### src/rtl/ex_mem_skid.sv
// ex_mem_skid: EX->MEM pipeline register with valid/ready handshake; define EX_MEM_SKID_EN for the two-entry skid buffer with registered ready_o
module ex_mem_skid #(
   parameter int WIDTH = 32
) (
   input  logic             clk_i,
   input  logic             rst_i,
   input  logic             flush_i,
   input  logic             valid_i,
   output logic             ready_o,
   input  logic [WIDTH-1:0] ALUResult_i,
   input  logic [WIDTH-1:0] RTdata_i,
   input  logic [4:0]       RDaddr_i,
   input  logic [3:0]       ctrl_i,
   output logic             valid_o,
   input  logic             ready_i,
   output logic [WIDTH-1:0] ALUResult_o,
   output logic [WIDTH-1:0] RTdata_o,
   output logic [4:0]       RDaddr_o,
   output logic [3:0]       ctrl_o
);
   typedef enum logic [1:0] {EMPTY, FULL, SKID} state_t;
   state_t state, state_n;
   logic [3:0] ctrl_q;
   logic accept, drain;
   assign valid_o = state != EMPTY;
   assign ctrl_o  = valid_o ? ctrl_q : 4'b0000;
   assign accept  = valid_i && ready_o && !flush_i;
   assign drain   = valid_o && ready_i;
`ifdef EX_MEM_SKID_EN
   logic [WIDTH-1:0] skid_alu, skid_rt;
   logic [4:0]       skid_rd;
   logic [3:0]       skid_ctrl;
   logic             ready_q;
   assign ready_o = ready_q;
   // next state: flush wins, otherwise fill/drain the output and skid slots
   always_comb begin
      state_n = state;
      if (flush_i) state_n = EMPTY;
      else if (state == EMPTY) state_n = accept ? FULL : EMPTY;
      else if (state == FULL) state_n = (accept && !drain) ? SKID : (drain && !accept) ? EMPTY : FULL;
      else state_n = drain ? FULL : SKID;
   end
   // state register; ready_o registered from the next state so ready_i never reaches it combinationally
   always_ff @(posedge clk_i or negedge rst_i) begin
      if (!rst_i) begin
         state   <= EMPTY;
         ready_q <= 1'b1;
      end else begin
         state   <= state_n;
         ready_q <= state_n != SKID;
      end
   end
   // output slot loads from EX when empty or draining, else from skid; skid catches an accept that cannot drain
   always_ff @(posedge clk_i or negedge rst_i) begin
      if (!rst_i) begin
         ALUResult_o <= '0;
         RTdata_o    <= '0;
         RDaddr_o    <= '0;
         ctrl_q      <= '0;
         skid_alu    <= '0;
         skid_rt     <= '0;
         skid_rd     <= '0;
         skid_ctrl   <= '0;
      end else begin
         if (accept && (state == EMPTY || drain)) begin
            ALUResult_o <= ALUResult_i;
            RTdata_o    <= RTdata_i;
            RDaddr_o    <= RDaddr_i;
            ctrl_q      <= ctrl_i;
         end else if (state == SKID && drain) begin
            ALUResult_o <= skid_alu;
            RTdata_o    <= skid_rt;
            RDaddr_o    <= skid_rd;
            ctrl_q      <= skid_ctrl;
         end
         if (accept && state == FULL && !drain) begin
            skid_alu  <= ALUResult_i;
            skid_rt   <= RTdata_i;
            skid_rd   <= RDaddr_i;
            skid_ctrl <= ctrl_i;
         end
      end
   end
`else
   assign ready_o = !valid_o || ready_i;
   // next state: single slot fills on accept, empties on drain without refill
   always_comb begin
      state_n = state;
      if (flush_i) state_n = EMPTY;
      else if (accept) state_n = FULL;
      else if (drain) state_n = EMPTY;
   end
   // state register
   always_ff @(posedge clk_i or negedge rst_i) begin
      if (!rst_i) state <= EMPTY;
      else state <= state_n;
   end
   // output slot loads on every accept
   always_ff @(posedge clk_i or negedge rst_i) begin
      if (!rst_i) begin
         ALUResult_o <= '0;
         RTdata_o    <= '0;
         RDaddr_o    <= '0;
         ctrl_q      <= '0;
      end else if (accept) begin
         ALUResult_o <= ALUResult_i;
         RTdata_o    <= RTdata_i;
         RDaddr_o    <= RDaddr_i;
         ctrl_q      <= ctrl_i;
      end
   end
`endif
endmodule

### config.mk
export PLATFORM = sky130hd
export DESIGN_NAME = ex_mem_skid
export DESIGN_NICKNAME = d
export VERILOG_FILES = /design/src/rtl/ex_mem_skid.sv
export SDC_FILE = /design/constraint.sdc
export NUM_CORES = 1
export LEC_CHECK = 0
export BUFFER_PORTS_ARGS = -buffer_cell sky130_fd_sc_hd__buf_2
export CORE_ASPECT_RATIO = 1.25
export CORE_MARGIN = 5
export CORE_UTILIZATION = 41
export DETAILED_ROUTE_END_ITERATION = 7
export MAX_ROUTING_LAYER = met4
export PLACE_DENSITY = 0.78
export REMOVE_ABC_BUFFERS = 1
export SLEW_MARGIN = 15
export SYNTH_ARGS = -nofsm -noshare
export SYNTH_HDL_FRONTEND = slang
export SYNTH_SLANG_ARGS = --single-unit
### constraint.sdc
create_clock -name clk_i -period 1.4 [get_ports clk_i]
set_input_delay 0.14 -clock clk_i [delete_from_list [all_inputs] [get_ports clk_i]]
set_output_delay 0.14 -clock clk_i [all_outputs]
set_load 0.01 [all_outputs]
==> impl_results.md, run 1 <==
- Outcome: finished with violations
- Failing checks: negative setup slack
- Antenna Nets Post-Route: 0
- Number of global-route vias before repair: about 2,300
- Post-Syn Instances: 164
- Die height: ~110 microns
- Clk buf depth: 2
- Pwr Total: between 0.006 and 0.007 W
- Critical Path AT: approximately 1800 ps
- Hold Path Class: in -> reg
- Clock sink total: 74
- Sequential share of power: around 42%
- Slew Viols, Final: 0
- Setup crit end kind: flop
- Slew at the pin closest to its max-slew limit: between 300 and 400 ps
- Area Growth Syn to Fin: 41.4%
- RSZ-0062 raised after global routing: true
- Worst path required time: 1620 ps
- Die extent in x: around 90 microns
- Number of antenna violations at the first check in global routing: 0
- H-tree lvl count: 3
- Fmax: 650 MHz
- Clock edge transition at the registers on the reported setup and hold paths: around 90 ps
- Drt drc: 0
- Internal: ~0.0048 W
- Crit path time final: about 1500 ps
- Clk network pwr share: between 30% and 40%
- Vias: ~2,000
- 1st-pass router iterations: 3
- Commonest non-fill, non-tap cell in the layout: buf_2
- Crit share post-route: 110%
- Worst skew pair latency: 340 ps
- Worst r2r src: state[0]
- Dpl hpwl: between 5 and 6 mm
- Routed len/inst: roughly 16 microns
- Largest net degree at the start of global routing: 35
- Commonest non-fill, non-tap cells in the layout: 151 x buf_2, 74 x dfrtp_1, 72 x mux2_4
- Hold Fails Final Rpt: 0
- Die area: approximately 9600 sq um
- Total wire length: ~7 mm
- Synth cell types: 10
- Fin worst setup slack: -138 ps
- Worst Reg-to-Reg Cells: 5
- R2R Path End: RTdata_o[3]
- Avg Synthesized Cell Area: just under 20 sq um
- Worst vdd rail ir drop: a little under 0.9 mV
- Post-layout nets: 420
- Net Sw Frac: between 20% and 30%
- GPL Wtd Cong: approximately 0.73
- Setup_tns: -8560 ps
- Initial core utilization: a little over two fifths
- First-pass GRT wire length: 11.1 mm
- Buffers on Ports: between 150 and 200
- Final Skew: about 8.5 ps
- Fill cells: approximately 600
- Lkg Pwr: about 2.3 nW
- Hold Path Depth: 2
- R2R setup slack: -140 ps
- CORE AREA: ~7400 sq um
- Comb pwr share: between 20% and 30%
- Root buffer cell: clkbuf_8
- Hold endpoint: RDaddr_o[1]
- Ant. Diodes: 0
- Gr usage total: between 10% and 20%
- Power Dens Cells: roughly 1400 nW/um^2
- Switch Pwr: around 0.0016 W
- Mean number of vias per cell: approximately 4.6
- GRT Residual Overflow: 0
- Crit path kind: reg -> reg
- Layout cells sized above 1: about three quarters
- YS warnings: 0
- Ports: 153
- 1st-iter DRT viols: 44
- Row count: 35
- Final setup viols: 73
- Maxcap violations: 0
- Max FO, Critical Path: 14
- Setup Fix Bufs, Post-CTS: 0
- CP startpoint kind: flop
- Post-synthesis sequential area ratio: 58.7%
- Yosys reg bits: 74
- CTS Buf Count: 9
- Netlist Area Pre-Place: 3160 sq um
- CTS tree: done
- Slew headroom: about three quarters
- Worst Min Path Start: RDaddr_i[1]
- Core Util, Final: approximately 60%
-- synthesized netlist by cell type --
| cell type | number | area [sq um] |
|---|---|---|
| buf_12 | 7 | 140 |
| dfrtp_1 | 74 | 1850 |
| and2_2 | 4 | 30.0 |
| buf_6 | 1 | 11.3 |
| nor3b_2 | 1 | 12.5 |
| nor2b_4 | 1 | 13.8 |
| mux2_4 | 70 | 1050 |
| mux2_2 | 3 | 33.8 |
| nor2_1 | 2 | 7.51 |
| inv_1 | 1 | 3.75 |
-- cell type report --
| class | instances | area, sq um | area share (%) |
|---|---|---|---|
| inverter | 1 | 3.75 | 0.0841 |
| multi-input combinational | 81 | 1160 | 26.0 |
| timing repair buffer | 175 | 1050 | 23.6 |
| sequential | 74 | 1850 | 41.5 |
| clock buffer | 10 | 138 | 3.08 |
| tap | 92 | 115 | 2.58 |
| clock inverter | 6 | 138 | 3.08 |
-- metal layers --
| layer | up-vias | routed length [microns] | GRT usage [%] |
|---|---|---|---|
| li1 | 927 | - | - |
| met1 | 1006 | 2770 | 18.5 |
| met2 | 94 | 3680 | 25.8 |
| met3 | 11 | 600 | 3.73 |
| met4 | 0 | 122 | 6.16 |
| met5 | - | 0 | - |
-- power groups by stage --
stage | registers [W] | clock network (W) | logic (W)
final | 0.00270 | 0.00219 | 0.00148
after CTS | 0.00270 | 0.00226 | 0.00149
after global routing | 0.00275 | 0.00236 | 0.00159
after floorplan | 0.00289 | 0 | 0.000663
after global placement | 0.00272 | 0 | 0.00142
after detailed placement | 0.00273 | 0 | 0.00146
-- metrics by stage --
stage	std cells	hold WS, ps	instance area, sq um	setup WS (ps)
after floorplan	156	-156	3000	-4320
after global placement	417	76.2	4050	-93.2
after detailed placement	417	78.3	4050	-140
after CTS	437	2.38	4410	-145
after global routing	439	1.49	4460	-185
final	439	26.3	4460	-138
-- flip-flops by register name, summed over array words and instances, names as in the netlist --
signal	count
ctrl_q	4
ALUResult_o	32
RTdata_o	32
state	1
RDaddr_o	5
-- critical path, stage by stage, from the launching register on --
cell and delay (ps):
dfrtp_1 400, nor2b_4 140, nor3b_4 210, buf_6 170
buf_12 170, mux2_4 310
-- cell families (layout without fill, tap and decap cells) --
kind of cell	count (synthesis)	count (layout)	share of synthesized area [%]
flops	74	74	58.7
mux	73	73	34.4
buf+inv	9	192	4.92
simple gates	8	8	2.02
-- worst max-delay path by stage --
stage               depth (start not counted)  startpoint         endpoint  slack, ps
floorplan                                   3    state[0]  ALUResult_o[22]      -4320
detailed placement                          5    state[0]  ALUResult_o[17]       -140
CTS                                         5    state[0]     RTdata_o[25]       -150
global route                                5    state[0]     RTdata_o[25]       -180
global placement                            5    state[0]  ALUResult_o[17]        -90
finish                                      5    state[0]      RTdata_o[3]       -140
-- what timing repair did --
item                                    CTS  global route
hold buffers                              3             1
resized for setup                         7             5
endpoints found under the setup margin   73            73
endpoints found under the hold margin    28             1
cloned                                    1             1
Note: power is estimated with default switching activity, not from simulation.
==> run 2: changes to the inputs <==
Settings changed: CORE_MARGIN 5 to default.
==> run 2 against run 1 <==
The flow still finishes with violations (negative setup slack). Largest cell class unchanged. Highest routed layer unchanged. Core utilization is 1.4 points lower. Global-route usage is 0.95 points higher. Flip-flop and latch count stayed put. Critical path type unchanged. Die area is 16% lower. Via count is 2.4% lower.
==> impl_results.md, run 2 (synthesis results as in run 1) <==
- First-pass GRT wire length: 9.59 mm (was 11.1 mm)
- Gr usage total: 16.6% (was 15.7%)
- Sequential share of power: 47.1% (was 42.4%)
- Switch Pwr: 0.00153 W (was 0.00156 W)
- Clk buf depth: 2 (unchanged)
- Pwr Total: 0.00573 W (was 0.00638 W)
- Row count: 35 (unchanged)
- Total wire length: 6.25 mm (was 7.18 mm)
- Power Dens Cells: 1320 nW/um^2 (was 1430 nW/um^2)
- Final instance area: 4340 sq um (was 4460 sq um)
- Comb pwr share: 25.1% (was 23.3%)
- Slew at the pin closest to its max-slew limit: 307 ps (was 370 ps)
- Worst vdd rail ir drop: 0.567 mV (was 0.895 mV)
- Post-DP Area: 4060 sq um (was 4050 sq um)
- Commonest non-fill, non-tap cells in the layout: 151 x buf_2, 74 x dfrtp_1, 71 x mux2_4 (was 151 x buf_2, 74 x dfrtp_1, 72 x mux2_4)
- Crit-path leading delay family: flip-flops (unchanged)
- Drt drc: 0 (unchanged)
- Failing checks: negative setup slack (unchanged)
- Dpl hpwl: 4.58 mm (was 5.33 mm)
- Critical Path AT: 1730 ps (was 1750 ps)
- Setup_tns: -5350 ps (was -8560 ps)
- Final setup viols: 73 (unchanged)
- Critical path depth in cells: 5 (unchanged)
- Lkg Pwr: 2.27 nW (was 2.33 nW)
- Setup Fix Bufs, Post-CTS: 0 (unchanged)
- Worst path required time: 1620 ps (about the same)
- Fin worst setup slack: -107 ps (was -138 ps)
- Die height: 100 microns (was 108 microns)
- Crit path kind: reg -> reg (unchanged)
- Crit-path slowest cell: dfrtp_1 (unchanged)
- Net Sw Frac: 26.7% (was 24.5%)
- Clk network pwr share: 27.8% (was 34.4%)
- CTS Buf Count: 9 (unchanged)
- Fill cells: 598 (was 599)
- Register area: 1850 sq um (unchanged)
- Crit path buffers/inverters: 2 (unchanged)
- Setup crit end kind: flop (unchanged)
- Largest net degree at the start of global routing: 36 (was 35)
- Initial core utilization: 42.6% (was 42.4%)
- CP cell instances: nor2b_4 > nor3b_4 > buf_12 > buf_12 > mux2_4 (was nor2b_4 > nor3b_4 > buf_6 > buf_12 > mux2_4)
- Die area: 8050 sq um (was 9560 sq um)
- Maxcap violations: 0 (unchanged)
- Clock sink total: 74 (unchanged)
- Slew headroom: 79.5% (was 75.4%)
- Layout cells sized above 1: 75.3% (was 76.7%)
- Biggest regs: ALUResult_o x32, RTdata_o x32, RDaddr_o x5 (unchanged)
- Multi-input logic area: 1160 sq um (about the same)
- Root buffer cell: clkbuf_8 (unchanged)
- Area Growth Syn to Fin: 37.4% (was 41.4%)
- Final Skew: 13.1 ps (was 8.49 ps)
- GPL Wtd Cong: 0.716 (was 0.729)
- Internal: 0.00420 W (was 0.00481 W)
- Clock edge transition at the registers on the reported setup and hold paths: 80 ps (was 90 ps)
- Grt met1 use: 20.1% (was 18.5%)
- Most frequent CP cell: buf_12
- GRT busiest layer: met2 (unchanged)
- Worst skew pair latency: 340 ps (about the same)
- Met2 Usage GRT: 26.1% (was 25.8%)
- Routed len/inst: 14.2 microns (was 16.4 microns)
- Number of antenna violations at the first check in global routing: 0 (unchanged)
- GRT Residual Overflow: 0 (unchanged)
- 1st-pass router iterations: 3 (unchanged)
- Number of global-route vias before repair: 2,076 (was 2,267)
- CORE AREA: 7400 sq um (was 7440 sq um)
- Buffers on Ports: 152 (unchanged)
- RSZ-0062 raised after global routing: true (unchanged)
- Ports: 153 (unchanged)
- Fmax: 663 MHz (was 650 MHz)
- Outcome: finished with violations (unchanged)
- Max FO, Critical Path: 19 (was 14)
- Die extent in x: 80.5 microns (was 88.5 microns)
- Slew Viols, Final: 0 (unchanged)
- Antenna Nets Post-Route: 0 (unchanged)
- CTS tree: done (unchanged)
- CP startpoint kind: flop (unchanged)
- Ant. Diodes: 0 (unchanged)
- Crit path time final: 1510 ps (was 1540 ps)
- Met3 Use GR: 4.64% (was 3.73%)
- Hold Path Depth: 2 (unchanged)
- Hold Fails Final Rpt: 0 (unchanged)
- Crit share post-route: 108% (was 110%)
- Commonest non-fill, non-tap cell in the layout: buf_2 (unchanged)
- Post-layout nets: 421 (was 420)
- Max stage delay on crit path: 390 ps (was 400 ps)
- Hold Path Class: in -> reg (unchanged)
- Worst Reg-to-Reg Cells: 5 (unchanged)
- H-tree lvl count: 3 (unchanged)
- 1st-iter DRT viols: 52 (was 44)
- Vias: 1,989 (was 2,038)
- Mean number of vias per cell: 4.52 (was 4.64)
==> run 2: cell types whose count changed in the layout (fill, tap and decap cells not counted), moves of 2 or more <==
cell / change
buf_6: -9
buf_4: +7
bufinv_16: -3
dlygate4sd3_1: +4
clkinv_2: +2
==> run 2: path summary, 6_finish.rpt <==
path                       slack [ps]               to    startpoint
max in group asynchronous         640     RTdata_o[30]         rst_i
min reg2reg                       510     RTdata_o[12]  RTdata_o[12]
min                                20      RTdata_o[1]   RTdata_i[1]
max reg2reg                      -110     RTdata_o[12]      state[0]
min in group asynchronous         220  ALUResult_o[19]         rst_i
max                              -110     RTdata_o[12]      state[0]
==> run 2: worst register-to-register path: cells and delay by family, from the launching register on <==
family,cells,cell delay (ps)
and+or+nand+nor,2,340
buffers and inverters,2,360
muxes,1,310
DFF,1,390
==> run 2: cell type report <==
| class | count | share of cell area, % |
|---|---|---|
| inverter | 1 | 0.0866 |
| clock buffer | 10 | 2.94 |
| multi-input combinational | 81 | 26.7 |
| tap | 92 | 2.66 |
| sequential | 74 | 42.7 |
| timing repair buffer | 176 | 23.4 |
| clock inverter | 6 | 1.50 |
==> run 2: power groups by stage <==
stage	clock [W]	combinational, W	sequential, W
2_1_floorplan	0	0.000663	0.00289
3_3_place_gp	0	0.00140	0.00272
3_5_place_dp	0	0.00144	0.00273
4_1_cts	0.00166	0.00145	0.00270
5_1_grt	0.00176	0.00156	0.00275
6_report	0.00159	0.00144	0.00270
==> run 2: through the flow <==
step | setup slack [ps] | hold WS (ps) | util [%] | cells
finish | -107 | 22.8 | 58.6 | 440
global route | -188 | 0.874 | 58.6 | 440
CTS | -124 | -21.3 | 58.0 | 436
detailed placement | -126 | 53.3 | 54.8 | 416
global placement | -89.5 | 47.0 | 54.8 | 416
floorplan | -4320 | -156 | - | 156
==> run 2: layer usage <==
layer / wire length, microns / vias to the layer above
met5: 0 / -
met4: 63 / 0
met3: 444 / 6
met2: 3080 / 97
met1: 2660 / 964
li1: - / 922
==> run 2: timing repair <==
item,in CTS,in global routing
endpoints found under the hold margin,49,4
setup endpoints to repair,73,73
hold buffers,4,4
resized for setup,0,1
